==> src/rtl/seq_multiplier_n.sv <==
// seq_multiplier_n: sequential shift-add multiplier (control FSM + A/B/X datapath).
// The multiplicand is latched from S at start; the multiplier sits in B and the
// 2*WIDTH-bit product ends up in {A,B} after WIDTH compute cycles.
//
// Build option: define SEQMUL_SIGNED_EN for two's-complement operands (sign-extended
// accumulation, subtract on the last bit, X tracks the sign). Without it the
// operands are unsigned, the carry shifts into A[WIDTH-1] and X stays 0.
//
// state   | meaning
// IDLE    | waiting; ClearA_LoadB clears A/X and loads B, Run starts
// COMPUTE | one multiplier bit per cycle, WIDTH cycles, inputs ignored
// DONE    | result held until Run is released
module seq_multiplier_n #(
  parameter int WIDTH = 8,
  parameter int CNT_W = $clog2(WIDTH)
) (
  input  logic             Clk,
  input  logic             Reset_n,
  input  logic             Run,
  input  logic             ClearA_LoadB,
  input  logic [WIDTH-1:0] S,
  output logic [WIDTH-1:0] A,
  output logic [WIDTH-1:0] B,
  output logic             X,
  output logic             Busy,
  output logic             Done
);

  typedef enum logic [1:0] {
    IDLE    = 2'd0,
    COMPUTE = 2'd1,
    DONE    = 2'd2
  } state_t;

  state_t           state_q, state_d;
  logic [WIDTH-1:0] a_q, a_d;
  logic [WIDTH-1:0] b_q, b_d;
  logic [WIDTH-1:0] m_q, m_d;
  logic             x_q, x_d;
  logic [CNT_W-1:0] cnt_q, cnt_d;

  logic             last;
  logic [WIDTH:0]   ext;
  logic [WIDTH:0]   mext;
  logic [WIDTH:0]   sum;
  logic             x_upd;

  // One partial-product step: conditionally accumulate the multiplicand into A.
  always_comb begin
    last = (cnt_q == CNT_W'(WIDTH - 1));
`ifdef SEQMUL_SIGNED_EN
    // Multiplier MSB carries negative weight, hence the subtract on the last bit.
    ext   = {a_q[WIDTH-1], a_q};
    mext  = {m_q[WIDTH-1], m_q};
    sum   = b_q[0] ? (last ? (ext - mext) : (ext + mext)) : ext;
    x_upd = sum[WIDTH];
`else
    ext   = {1'b0, a_q};
    mext  = {1'b0, m_q};
    sum   = b_q[0] ? (ext + mext) : ext;
    x_upd = 1'b0;
`endif
  end

  // Next-state and datapath update; everything holds unless a state acts.
  always_comb begin
    state_d = state_q;
    a_d     = a_q;
    b_d     = b_q;
    m_d     = m_q;
    x_d     = x_q;
    cnt_d   = cnt_q;
    unique case (state_q)
      IDLE: begin
        if (ClearA_LoadB) begin
          a_d = '0;
          x_d = 1'b0;
          b_d = S;
        end else if (Run) begin
          m_d     = S;
          a_d     = '0;
          x_d     = 1'b0;
          cnt_d   = '0;
          state_d = COMPUTE;
        end
      end
      COMPUTE: begin
        x_d   = x_upd;
        a_d   = sum[WIDTH:1];
        b_d   = {sum[0], b_q[WIDTH-1:1]};
        cnt_d = cnt_q + CNT_W'(1);
        if (last) state_d = DONE;
      end
      DONE: begin
        if (!Run) state_d = IDLE;
      end
      default: state_d = IDLE;
    endcase
  end

  // State and datapath registers; reset aborts any operation in progress.
  always_ff @(posedge Clk or negedge Reset_n) begin
    if (!Reset_n) begin
      state_q <= IDLE;
      a_q     <= '0;
      b_q     <= '0;
      m_q     <= '0;
      x_q     <= 1'b0;
      cnt_q   <= '0;
    end else begin
      state_q <= state_d;
      a_q     <= a_d;
      b_q     <= b_d;
      m_q     <= m_d;
      x_q     <= x_d;
      cnt_q   <= cnt_d;
    end
  end

  assign A    = a_q;
  assign B    = b_q;
  assign X    = x_q;
  assign Busy = (state_q == COMPUTE);
  assign Done = (state_q == DONE);

endmodule

==> config.mk <==
export PLATFORM = sky130hd
export DESIGN_NAME = seq_multiplier_n
export DESIGN_NICKNAME = d
export VERILOG_FILES = /design/src/rtl/seq_multiplier_n.sv
export SDC_FILE = /design/constraint.sdc
export NUM_CORES = 1
export LEC_CHECK = 0
export BUFFER_PORTS_ARGS = -buffer_cell sky130_fd_sc_hd__buf_2
export CORE_MARGIN = 4
export CORE_UTILIZATION = 49
export DETAILED_ROUTE_END_ITERATION = 16
export GPL_TIMING_DRIVEN = 1
export HOLD_SLACK_MARGIN = 0.1
export PLACE_DENSITY = 0.77
export SKIP_CTS_REPAIR_TIMING = 1
export SYNTH_ARGS = -nofsm -noshare
export SYNTH_HDL_FRONTEND = slang
export SYNTH_SLANG_ARGS = --single-unit
==> constraint.sdc <==
create_clock -name Clk -period 1.9 [get_ports Clk]
set_input_delay 0.285 -clock Clk [delete_from_list [all_inputs] [get_ports Clk]]
set_output_delay 0.285 -clock Clk [all_outputs]
set_load 0.01 [all_outputs]
==> results of run 1 <==
[logic make-up (layout without fill, tap and decap cells)]
family / count (synthesis) / after routing / share of synthesized area, %
AO/OA/AOI/OAI: 53 / 53 / 22.1
AND/OR/NAND/NOR: 36 / 36 / 12.7
flip-flops: 29 / 29 / 44.4
buffers and inverters: 15 / 52 / 4.52
adder cells (fa/ha/maj): 11 / 11 / 8.89
multiplexers: 9 / 9 / 6.05
XOR/XNOR: 2 / 2 / 1.07
other: 1 / 1 / 0.230
[sequential cells by signal, indices dropped and copies added (netlist names)]
register,flops
cnt_q,3
B,8
state_q,2
A,8
m_q,8
[layout make-up]
class | instances | area share [%]
well taps | 44 | 2.87
inverters | 7 | 1.37
clock buffers | 8 | 2.54
flip-flops and latches | 29 | 37.8
repair buffers | 37 | 10.8
multi-input cells | 112 | 44.6
[worst max-delay path, stage by stage (launching register included)]
cell	delay (ns)
dfrtp_1	0.36
ha_2	0.19
inv_2	0.04
fa_2	0.36
nor2b_4	0.13
o31a_1	0.16
o22ai_2	0.10
or4_1	0.41
nand3_1	0.08
[final timing paths]
| path | slack, ns | end | from |
|---|---|---|---|
| setup / recovery | -0.0008 | A[5] | A[0] |
| min in group asynchronous | 0.52 | A[6] | Reset_n |
| hold reg to reg | 0.50 | cnt_q[0] | cnt_q[0] |
| hold / removal | 0.20 | m_q[1] | S[1] |
| max in group asynchronous | 0.96 | m_q[3] | Reset_n |
| setup reg to reg | -0.0008 | A[5] | A[0] |
[metal layers]
metal / vias up / track usage, % / wire [um]
li1: 649 / - / -
met1: 664 / 24.6 / 1770
met2: 42 / 31.9 / 1780
met3: 10 / 4.62 / 164
met4: 0 / 9.07 / 83
met5: - / 0 / 0
[cells in the mapped netlist (3+ instances only)]
cell | instances | share of area [%]
o21ai_0 | 15 | 4.6
inv_1 | 6 | 1.4
clkbuf_1 | 3 | 0.69
mux2_2 | 7 | 4.8
ha_1 | 10 | 7.7
nor2b_1 | 6 | 2.3
nor3_1 | 3 | 0.92
o21bai_1 | 3 | 1.4
dfrtp_1 | 29 | 44
nor2_1 | 4 | 0.92
a22oi_1 | 7 | 3.2
a22o_1 | 4 | 2.1
a21oi_1 | 7 | 2.1
nand2_1 | 12 | 2.8
[stage by stage]
stage,hold slack (ns),cells,area (um2),setup TNS (ns)
floorplan,-0.0106,156,1640,0
global placement,0.339,228,1840,0
detailed placement,0.345,228,1840,-0.0198
CTS,-0.0148,236,1890,-0.0305
global route,0.199,237,1920,-0.0758
finish,0.202,237,1920,-0.000768
[layout by cell type (no fill, tap or decap), types with 3 or more instances in the layout]
master | netlist | routed
a21oi_1 | 7 | 7
a22o_1 | 4 | 4
a22oi_1 | 7 | 7
buf_2 | 2 | 29
buf_4 | 2 | 7
clkbuf_1 | 3 | 3
clkbuf_4 | 0 | 5
dfrtp_1 | 29 | 29
ha_1 | 10 | 8
inv_1 | 6 | 5
mux2_2 | 7 | 7
nand2_1 | 12 | 12
nor2_1 | 4 | 4
nor2b_1 | 6 | 6
nor3_1 | 3 | 3
o21ai_0 | 15 | 15
o21bai_1 | 3 | 3
[power by group through the flow]
stage / clock [mW] / combinational (mW) / sequential [mW]
after global routing: 0.388 / 1.83 / 1.19
final: 0.351 / 1.63 / 1.15
after CTS: 0.360 / 1.60 / 1.13
after detailed placement: 0 / 1.59 / 1.14
after floorplan: 0 / 1.10 / 1.12
after global placement: 0 / 1.52 / 1.13
==> PnR_summary.wiki, run 1 <==
{| class="wikitable"
! Metric !! Value
|-
| Detailed-router iteration count before antenna repair || 4
|-
| Count of different cell masters after synthesis || 44
|-
| I/O pin cnt || 31
|-
| Number of pins with negative max-slew slack in the final report || 0
|-
| Final design utilization || 61.4%
|-
| Count of mapped cells out of synthesis || 156
|-
| Antenna diode count || 0
|-
| RSZ-0062 raised after global routing || true
|-
| Global route total overflow || 0
|-
| Post-DP HPWL || 2820 um
|-
| Worst supply voltage drop on vdd || 0.000827 V
|-
| Critical path arrival || 2.16 ns
|-
| Number of flip-flops and latches in the synthesized netlist || 29
|-
| Clock Power Share || 11.2%
|-
| Area of the die || 0.00432 mm2
|-
| Post-synthesis async set-or-reset flop share || 100%
|-
| Number of port buffers || 29
|-
| Most common flop cell mapped by yosys || dfrtp_1
|-
| Leakage || 0.924 nW
|-
| Final wirelength || 3800 um
|-
| Switching part of the total power || 42.3%
|-
| Synthesized cell area || 0.00163 mm2
|-
| Via count of the routed design || 1365
|-
| Number of buffers on the longest clock path || 2
|-
| Sink count of the clock tree || 29
|-
| Sw power || 1.32 mW
|-
| Total DRC errors in the routed layout || 0
|-
| Yosys warns || 0
|-
| Filler cell count || 275
|-
| Post-Synthesis Mean Instance Area || 10.5 um2
|-
| Clock slew seen by the registers of the worst setup and hold paths || 0.09 ns
|-
| Final hold vios || 0
|-
| Depth of the worst register-to-register path || 8
|-
| Comb power frac || 52.1%
|-
| Outcome || finished with violations
|-
| Area of the multi-input gates || 857 um2
|-
| Number of max-cap violations || 0
|-
| Number of global-route vias before repair || 1425
|-
| Worst Tran Pin Value || 0.637 ns
|-
| Min cycle time layout || 1.90 ns
|-
| Per-cell routed wire length || 16.0 um
|-
| Fin Clk Skew || 0.00959 ns
|-
| Worst Setup Slack post-DPL || -0.0198 ns
|-
| Area occupied by registers || 726 um2
|-
| Internal Power || 1.80 mW
|-
| Final Worst Setup Slack || -0.000768 ns
|-
| Final number of setup-violating endpoints || 1
|-
| Post-synthesis sequential area ratio || 44.4%
|-
| Critical Setup Path Class || flip-flop to flip-flop
|-
| CTS tree || built
|-
| Initial Util || 52.2%
|-
| Maximum operating frequency || 526 MHz
|-
| Ratio of final minimum period to clock period || 100%
|-
| Tightest slew margin relative to the limit || 57.5%
|-
| Startpoint kind of the worst setup timing path || flip-flop
|-
| Top fanout value on the critical path || 3
|-
| Sequential cell fraction of total power || 36.7%
|-
| Worst EP required || 2.16 ns
|-
| Pin count of the biggest net entering global routing || 30
|-
| Net count of the finished layout || 215
|-
| Mapped Nets || 179
|-
| Die span in y || 65.7 um
|-
| Cell depth of the worst hold path || 3
|-
| Detail Route Antenna Nets || 0
|-
| First-pass GRT wire length || 6520 um
|-
| Num CTS Buffers || 5
|-
| Failing checks || setup timing
|-
| Antenna violations before repair || 0
|-
| Detailed Route Iter0 Violations || 75
|-
| Pwr per Cell Area || 1630 mW/mm2
|-
| Die boundary width || 65.7 um
|-
| Area growth syn-to-layout || 17.6%
|-
| Std-Cell Rows || 20
|-
| Post-layout power || 3.12 mW
|-
| Fraction of layout cells with a size suffix above 1 || 30.6%
|-
| Worst setup EP type || flip-flop
|-
| Vias per cell || 5.76
|-
| Core Box Area || 0.00313 mm2
|-
| Total routing usage reported by global routing || 19.7%
|-
| H-Tree Level Count || 2
|-
| CTS Root Buffer Type || clkbuf_4
|-
| Hold WC Path Type || input port to flip-flop
|-
| Latest clock arrival within the worst-skew pair || 0.32 ns
|-
| Number of enable-type register cells in the synthesized netlist || 0
|-
| Placer congestion estimate || 0.908
|}
No activity file was read; power rests on OpenSTA's default activity.
==> inputs of run 2 (changes only) <==
--- a/config.mk
+++ b/config.mk
@@ -5,13 +5,14 @@
 export SDC_FILE = /design/constraint.sdc
 export NUM_CORES = 1
 export LEC_CHECK = 0
+export ABC_AREA = 1
 export BUFFER_PORTS_ARGS = -buffer_cell sky130_fd_sc_hd__buf_2
 export CORE_MARGIN = 4
-export CORE_UTILIZATION = 49
+export CORE_UTILIZATION = 50
 export DETAILED_ROUTE_END_ITERATION = 16
 export GPL_TIMING_DRIVEN = 1
 export HOLD_SLACK_MARGIN = 0.1
-export PLACE_DENSITY = 0.77
+export PLACE_DENSITY = 0.75
 export SKIP_CTS_REPAIR_TIMING = 1
 export SYNTH_ARGS = -nofsm -noshare
 export SYNTH_HDL_FRONTEND = slang
==> run 2 against run 1 <==
- the flow now finishes without violations
- combinational power is 26% higher
- count of clock-buffer cells in the layout is 2 lower
- critical path depth is 3 higher
- worst hold slack worse by 0.0027 ns
- global-route usage is 1.3 points lower
- register-to-register slack better by 0.23 ns
- critical path type unchanged
- highest routed layer unchanged
- non-clock buffer count is 5 lower
- sequential share of layout area is 1.2 points lower
- maximum frequency is 14% higher
- wire length is 6.4% lower
==> PnR_summary.wiki, run 2 <==
{| class="wikitable"
! Metric !! Value
|-
| Outcome || finished clean (was finished with violations)
|-
| Final number of setup-violating endpoints || 0 (was 1)
|-
| Total negative setup slack || 0 ns (was -0.000768 ns)
|-
| Filler cell count || 328 (was 275)
|-
| Top fanout value on the critical path || 4 (was 3)
|-
| Post-Synthesis Mean Instance Area || 8.36 um2 (was 10.5 um2)
|-
| Number of pins with negative max-slew slack in the final report || 0 (unchanged)
|-
| Clock slew seen by the registers of the worst setup and hold paths || 0.10 ns (was 0.09 ns)
|-
| Detailed Route Iter0 Violations || 72 (was 75)
|-
| Number of global-route vias before repair || 1353 (was 1425)
|-
| Adder-cell share of the synthesized area || 8.43% (was 8.89%)
|-
| Vias per cell || 4.90 (was 5.76)
|-
| Hold WC Path Type || input port to flip-flop (unchanged)
|-
| Final hold vios || 0 (unchanged)
|-
| Internal reg-to-reg setup slack || 0.23 ns (was -0.0008 ns)
|-
| Leading cell types by total area after synthesis || dfrtp_1, nand2_1, ha_1, o21ai_0, nor2_1 (was dfrtp_1, ha_1, mux2_2, o21ai_0, a22oi_1)
|-
| Final design utilization || 59.4% (was 61.4%)
|-
| Min cycle time layout || 1.67 ns (was 1.90 ns)
|-
| Startpoint of the worst-slack reg-to-reg timing path || A[0] (unchanged)
|-
| Total routing usage reported by global routing || 18.3% (was 19.7%)
|-
| Leading cell type in the layout, fill and taps excluded || nand2_1
|-
| Count leader, synth || nand2_1 (was dfrtp_1)
|-
| Critical path arrival || 1.93 ns (was 2.16 ns)
|-
| Mapped Nets || 229 (was 179)
|-
| Leakage || 1.05 nW (was 0.924 nW)
|-
| Num CTS Buffers || 5 (unchanged)
|-
| Fraction of layout cells with a size suffix above 1 || 22.5% (was 30.6%)
|-
| Most common flop cell mapped by yosys || dfrtp_1 (unchanged)
|-
| Number of port buffers || 29 (unchanged)
|-
| Antenna violations before repair || 0 (unchanged)
|-
| Yosys warns || 0 (unchanged)
|-
| Via count of the routed design || 1402 (was 1365)
|-
| Total met3 wirelength after detailed routing || 205 um (was 164 um)
|-
| Number of max-cap violations || 0 (unchanged)
|-
| Endpoint of the most critical register-to-register path || A[3] (was A[5])
|-
| Die span in y || 66.7 um (was 65.7 um)
|-
| Core Box Area || 0.00334 mm2 (was 0.00313 mm2)
|-
| Startpoint kind of the worst setup timing path || flip-flop (unchanged)
|-
| Largest stage delay on the critical path || 0.40 ns (was 0.41 ns)
|-
| CP top delay family || adder cells (was simple AND/OR/NAND/NOR gates)
|-
| First-pass GRT wire length || 6040 um (was 6520 um)
|-
| Critical Setup Path Class || flip-flop to flip-flop (unchanged)
|-
| Bufs and invs on worst path || 2 (was 1)
|-
| Post-route design area || 0.00198 mm2 (was 0.00192 mm2)
|-
| Pin count of the biggest net entering global routing || 30 (unchanged)
|-
| Detailed-router iteration count before antenna repair || 4 (unchanged)
|-
| Post-synthesis async set-or-reset flop share || 100% (unchanged)
|-
| Portion of synthesized cell area occupied by the leading cell type || 42.2% (was 44.4%)
|-
| Synthesized-area fraction occupied by ao, oa, aoi and oai cells || 13.4% (was 22.1%)
|-
| Number of buffers on the longest clock path || 2 (unchanged)
|-
| Net count of the finished layout || 262 (was 215)
|-
| Tightest slew margin relative to the limit || 57.1% (was 57.5%)
|-
| Number of enable-type register cells in the synthesized netlist || 0 (unchanged)
|-
| Area occupied by registers || 726 um2 (unchanged)
|-
| Final Worst Setup Slack || 0.229 ns (was -0.000768 ns)
|-
| Cell type with the largest total area after synthesis || dfrtp_1 (unchanged)
|-
| Maximum operating frequency || 598 MHz (was 526 MHz)
|-
| Worst Tran Pin Value || 0.643 ns (was 0.637 ns)
|-
| Latest clock arrival within the worst-skew pair || 0.32 ns (about the same)
|-
| CTS Root Buffer Type || clkbuf_4 (unchanged)
|-
| Final wirelength || 3560 um (was 3800 um)
|-
| Met1 wire length || 1740 um (was 1770 um)
|-
| Post-DP HPWL || 2710 um (was 2820 um)
|-
| Slowest cell on the critical path || fa_1 (was or4_1)
|-
| Depth of the worst register-to-register path || 11 (was 8)
|-
| Worst-path cell chain || ha_1, inv_1, fa_1, inv_1, nand2_1, nand2_1, and2_1, nand2_1, nand2_1, nor2_1, o21ai_1 (was ha_2, inv_2, fa_2, nor2b_4, o31a_1, o22ai_2, or4_1, nand3_1)
|-
| Worst supply voltage drop on vdd || 0.000959 V (was 0.000827 V)
|-
| Highest metal used || met4 (unchanged)
|-
| Total DRC errors in the routed layout || 0 (unchanged)
|-
| Std-Cell Rows || 21 (was 20)
|-
| Count of mapped cells out of synthesis || 206 (was 156)
|-
| Cell seen most often among critical-path stages || nand2_1
|-
| Count of different cell masters after synthesis || 29 (was 44)
|-
| Fin Clk Skew || 0.00875 ns (was 0.00959 ns)
|-
| Worst setup EP type || flip-flop (unchanged)
|-
| Post-layout power || 3.79 mW (was 3.12 mW)
|-
| Detailed route wirelength on metal2 || 1600 um (was 1780 um)
|-
| Leading cell types in the layout, fill and taps excluded || nand2_1, dfrtp_1, buf_2 (was dfrtp_1, buf_2, o21ai_0)
|-
| Initial Util || 51.6% (was 52.2%)
|-
| Per-cell routed wire length || 12.4 um (was 16.0 um)
|-
| Placer congestion estimate || 0.804 (was 0.908)
|-
| Endpoint, Worst Hold || m_q[7] (was m_q[1])
|-
| RSZ-0062 raised after global routing || false (was true)
|-
| CTS tree || built (unchanged)
|-
| Global route total overflow || 0 (unchanged)
|-
| Detail Route Antenna Nets || 0 (unchanged)
|-
| Startpoint of the tightest hold check path || S[7] (was S[1])
|-
| Combinational family with the most area after synthesis || simple AND/OR/NAND/NOR gates (was compound AO/OA/AOI/OAI gates)
|-
| Ratio of final minimum period to clock period || 88.0% (was 100%)
|-
| Synthesized-area fraction occupied by xor and xnor cells || 0.509% (was 1.07%)
|-
| Area of the multi-input gates || 853 um2 (was 857 um2)
|-
| Synthesized-area fraction occupied by and/or/nand/nor cells || 22.0% (was 12.7%)
|-
| Sink count of the clock tree || 29 (unchanged)
|-
| Die boundary width || 66.7 um (was 65.7 um)
|-
| I/O pin cnt || 31 (unchanged)
|-
| Antenna diode count || 0 (unchanged)
|-
| Synthesized cell area || 0.00172 mm2 (was 0.00163 mm2)
|-
| Placed Area || 0.00188 mm2 (was 0.00184 mm2)
|-
| Cell depth of the worst hold path || 2 (was 3)
|-
| Post-synthesis sequential area ratio || 42.2% (was 44.4%)
|-
| Pwr per Cell Area || 1910 mW/mm2 (was 1630 mW/mm2)
|-
| Share of synthesized area spent on multiplexers || 5.01% (was 6.05%)
|-
| Area growth syn-to-layout || 15.1% (was 17.6%)
|-
| Number of flip-flops and latches in the synthesized netlist || 29 (unchanged)
|-
| Area of the die || 0.00445 mm2 (was 0.00432 mm2)
|-
| Top cells by instance count after synthesis || nand2_1, dfrtp_1, nor2_1 (was dfrtp_1, o21ai_0, nand2_1)
|-
| H-Tree Level Count || 2 (unchanged)
|-
| Worst EP required || 2.16 ns (about the same)
|-
| Worst Setup Slack post-DPL || 0.259 ns (was -0.0198 ns)
|}
run 2: changes by cell type after synthesis, sizes merged, moves of 3 or more:
cell    before  now
nand3        2   10
nand2       12   51
inv          7   23
nor2         4   22
o21bai       3    0
nor2b        7    0
nor3         3    0
a22oi        7    0
o21ai       16   28
run 2: power by group:
part	switching [mW]	internal, mW	total (mW)
clock	0.230	0.313	0.543
combinational	1.19	0.868	2.06
sequential	0.269	0.920	1.19
run 2: layout make-up:
class	instances	share of cell area [%]
clock inverter	2	1.89
timing repair buffer	32	8.59
clock buffer	6	2.59
sequential	29	36.6
tap	46	2.90
multi-input combinational	148	43.1
inverter	23	4.36
run 2: logic make-up (layout without fill, tap and decap cells):
family / count (synthesis) / after routing
and+or+nand+nor: 88 / 88
AOI/OAI and AO/OA: 41 / 41
DFF: 29 / 29
buffers and inverters: 29 / 63
adders and majority gates: 11 / 11
muxes: 6 / 6
other: 1 / 1
xor gates and xnor gates: 1 / 1
run 2: worst register-to-register path: stages (launching register included):
cell,delay [ns]
dfrtp_1,0.39
ha_1,0.18
inv_1,0.05
fa_1,0.40
inv_1,0.07
nand2_1,0.04
nand2_1,0.06
and2_1,0.15
nand2_1,0.06
nand2_1,0.05
nor2_1,0.04
o21ai_1,0.10
run 2: per-layer routing:
layer  global-route usage, %  vias to the layer above
li1                        -                      737
met1                    24.0                      628
met2                    29.0                       35
met3                    6.07                        2
met4                    5.08                        0
met5                       0                        -
run 2: worst max path at each step:
| stage | from | cells past startpoint | slack [ns] | endpoint |
|---|---|---|---|---|
| floorplan | A[0] | 10 | 0.28 | A[3] |
| global placement | A[0] | 10 | 0.30 | A[3] |
| detailed placement | A[0] | 11 | 0.26 | A[3] |
| CTS | A[0] | 11 | 0.22 | A[3] |
| global route | A[0] | 11 | 0.03 | A[3] |
| finish | A[0] | 11 | 0.23 | A[3] |
run 2: metrics by stage:
step / std cells / hold slack, ns
after floorplan: 206 / -0.0106
after global placement: 277 / 0.353
after detailed placement: 277 / 0.347
after CTS: 285 / -0.0184
after global routing: 286 / 0.184
final: 286 / 0.199
==> inputs of run 3 (changes only) <==
--- a/config.mk
+++ b/config.mk
@@ -5,14 +5,14 @@
 export SDC_FILE = /design/constraint.sdc
 export NUM_CORES = 1
 export LEC_CHECK = 0
-export ABC_AREA = 1
+export ABC_AREA = 0
 export BUFFER_PORTS_ARGS = -buffer_cell sky130_fd_sc_hd__buf_2
 export CORE_MARGIN = 4
-export CORE_UTILIZATION = 50
+export CORE_UTILIZATION = 49
 export DETAILED_ROUTE_END_ITERATION = 16
 export GPL_TIMING_DRIVEN = 1
 export HOLD_SLACK_MARGIN = 0.1
-export PLACE_DENSITY = 0.75
+export PLACE_DENSITY = 0.74
 export SKIP_CTS_REPAIR_TIMING = 1
 export SYNTH_ARGS = -nofsm -noshare
 export SYNTH_HDL_FRONTEND = slang
==> run 3 against run 2 <==
- the flow now finishes with violations (setup timing)
- sequential share of layout area up 0.49 points
- register-to-register slack got worse by 0.24 ns
- wire length up 5.8%
- non-clock buffer count grew 6
- first-iteration DRC count fell by 51%
- clock power about the same
- total power decreased by 13%
- final cell count down 17%
- highest routed layer unchanged
==> PnR_summary.wiki, run 3 (synthesis gave the netlist of run 1 again) <==
{| class="wikitable"
! Metric !! Value
|-
| Outcome || finished with violations (was finished clean)
|-
| Failing checks || setup timing
|-
| Std-Cell Rows || 20 (was 21)
|-
| Maximum operating frequency || 522 MHz (was 598 MHz)
|-
| Worst Setup Slack post-DPL || 0.0452 ns (was 0.259 ns)
|-
| Fraction of layout cells with a size suffix above 1 || 32.0% (was 22.5%)
|-
| Final hold vios || 0 (unchanged)
|-
| Total routing usage reported by global routing || 19.0% (was 18.3%)
|-
| Via count of the routed design || 1350 (was 1402)
|-
| Number of port buffers || 29 (unchanged)
|-
| Leading cell types in the layout, fill and taps excluded || dfrtp_1, buf_2, o21ai_0 (was nand2_1, dfrtp_1, buf_2)
|-
| Final Worst Setup Slack || -0.0154 ns (was 0.229 ns)
|-
| Area of the die || 0.00432 mm2 (was 0.00445 mm2)
|-
| Latest clock arrival within the worst-skew pair || 0.33 ns (was 0.32 ns)
|-
| Final wirelength || 3760 um (was 3560 um)
|-
| Number of global-route vias before repair || 1363 (was 1353)
|-
| CTS tree || built (unchanged)
|-
| Final cell count without fillers || 238 (was 286)
|-
| Worst supply voltage drop on vdd || 0.00103 V (was 0.000959 V)
|-
| Num CTS Buffers || 5 (unchanged)
|-
| Area of the multi-input gates || 845 um2 (was 853 um2)
|-
| Post-DP HPWL || 2850 um (was 2710 um)
|-
| Placer congestion estimate || 0.933 (was 0.804)
|-
| Top fanout value on the critical path || 3 (was 4)
|-
| Die span in y || 65.7 um (was 66.7 um)
|-
| Total DRC errors in the routed layout || 0 (unchanged)
|-
| Worst EP required || 2.17 ns (was 2.16 ns)
|-
| Sink count of the clock tree || 29 (unchanged)
|-
| I/O pin cnt || 31 (unchanged)
|-
| Number of buffers on the longest clock path || 2 (unchanged)
|-
| Critical path arrival || 2.18 ns (was 1.93 ns)
|-
| Worst-path cell chain || ha_2, inv_2, fa_2, nor2b_4, o31a_1, o22ai_2, or4_1, nand3_1 (was ha_1, inv_1, fa_1, inv_1, nand2_1, nand2_1, and2_1, nand2_1, nand2_1, nor2_1, o21ai_1)
|-
| Number of max-cap violations || 0 (unchanged)
|-
| Clock slew seen by the registers of the worst setup and hold paths || 0.10 ns (about the same)
|-
| Worst setup EP type || flip-flop (unchanged)
|-
| Die boundary width || 65.7 um (was 66.7 um)
|-
| Net count of the finished layout || 216 (was 262)
|-
| Per-cell routed wire length || 15.8 um (was 12.4 um)
|-
| Largest stage delay on the critical path || 0.40 ns (about the same)
|-
| Core Box Area || 0.00313 mm2 (was 0.00334 mm2)
|-
| Area occupied by registers || 726 um2 (unchanged)
|-
| First-pass GRT wire length || 6180 um (was 6040 um)
|-
| Pwr per Cell Area || 1680 mW/mm2 (was 1910 mW/mm2)
|-
| RSZ-0062 raised after global routing || true (was false)
|-
| Min cycle time layout || 1.92 ns (was 1.67 ns)
|-
| Detailed Route Iter0 Violations || 35 (was 72)
|-
| Tightest slew margin relative to the limit || 57.3% (was 57.1%)
|-
| Startpoint kind of the worst setup timing path || flip-flop (unchanged)
|-
| Area growth syn-to-layout || 19.8% (was 15.1%)
|-
| Global route total overflow || 0 (unchanged)
|-
| Total negative setup slack || -0.0154 ns (was 0 ns)
|-
| Antenna violations before repair || 0 (unchanged)
|-
| Number of pins with negative max-slew slack in the final report || 0 (unchanged)
|-
| Initial Util || 52.2% (was 51.6%)
|-
| H-Tree Level Count || 2 (unchanged)
|-
| Detail Route Antenna Nets || 0 (unchanged)
|-
| Vias per cell || 5.67 (was 4.90)
|-
| Antenna diode count || 0 (unchanged)
|-
| CTS Root Buffer Type || clkbuf_4 (unchanged)
|-
| Filler cell count || 270 (was 328)
|-
| Slowest cell on the critical path || or4_1 (was fa_1)
|-
| Detailed-router iteration count before antenna repair || 4 (unchanged)
|-
| Ratio of final minimum period to clock period || 101% (was 88.0%)
|-
| Number of placed cells counting well taps || 229 (was 277)
|-
| Leakage || 0.948 nW (was 1.05 nW)
|-
| Pin count of the biggest net entering global routing || 30 (unchanged)
|-
| Fin Clk Skew || 0.00603 ns (was 0.00875 ns)
|-
| Hold WC Path Type || input port to flip-flop (unchanged)
|-
| Final number of setup-violating endpoints || 1 (was 0)
|-
| Critical Setup Path Class || flip-flop to flip-flop (unchanged)
|-
| Worst Tran Pin Value || 0.640 ns (was 0.643 ns)
|}
==> run 3: routing by layer <==
layer	part of all wire (%)	global-route usage [%]
met5	0	0
met2	50	32.4
met3	3.5	4.10
met1	45	23.2
met4	1.2	7.25
==> run 3: layout make-up <==
| cell class | instances | share of cell area (%) |
|---|---|---|
| clock inverters | 2 | 1.92 |
| well taps | 44 | 2.82 |
| clock buffers | 6 | 2.62 |
| repair buffers | 38 | 11.0 |
| multi-input cells | 112 | 43.2 |
| inverters | 7 | 1.34 |
| flip-flops and latches | 29 | 37.1 |
==> run 3: path summary, 6_finish.rpt <==
path | cells after the start | from | endpoint | slack, ns
max | 8 | A[0] | A[5] | -0.02
min | 3 | S[1] | m_q[1] | 0.19
max reg2reg | 8 | A[0] | A[5] | -0.02
min reg2reg | 1 | cnt_q[1] | cnt_q[1] | 0.52
max in group asynchronous | 2 | Reset_n | B[0] | 0.97
min in group asynchronous | 2 | Reset_n | cnt_q[1] | 0.52
==> run 3: stage by stage <==
step	power, mW	util (%)	hold slack, ns	area (um2)
after CTS	3.29	61.9	-0.0259	1940
final	3.29	62.5	0.189	1960
after global routing	3.55	62.5	0.200	1960
after detailed placement	2.74	59.1	0.341	1850
after global placement	2.67	59.1	0.347	1850
after floorplan	2.22	-	-0.0106	1640
==> run 3: worst max-delay path: cells and delay by family, from the launching register on <==
| kind | cells | cell delay [ns] |
|---|---|---|
| AO/OA/AOI/OAI | 2 | 0.27 |
| buffers and inverters | 1 | 0.04 |
| adder cells (fa/ha/maj) | 2 | 0.56 |
| flip-flops | 1 | 0.37 |
| AND/OR/NAND/NOR | 3 | 0.61 |
==> run 3: power by group <==
group	internal (mW)	leakage [nW]	switching (mW)
logic	0.763	0.540	0.845
registers	0.888	0.364	0.254
clock network	0.313	0.0445	0.231
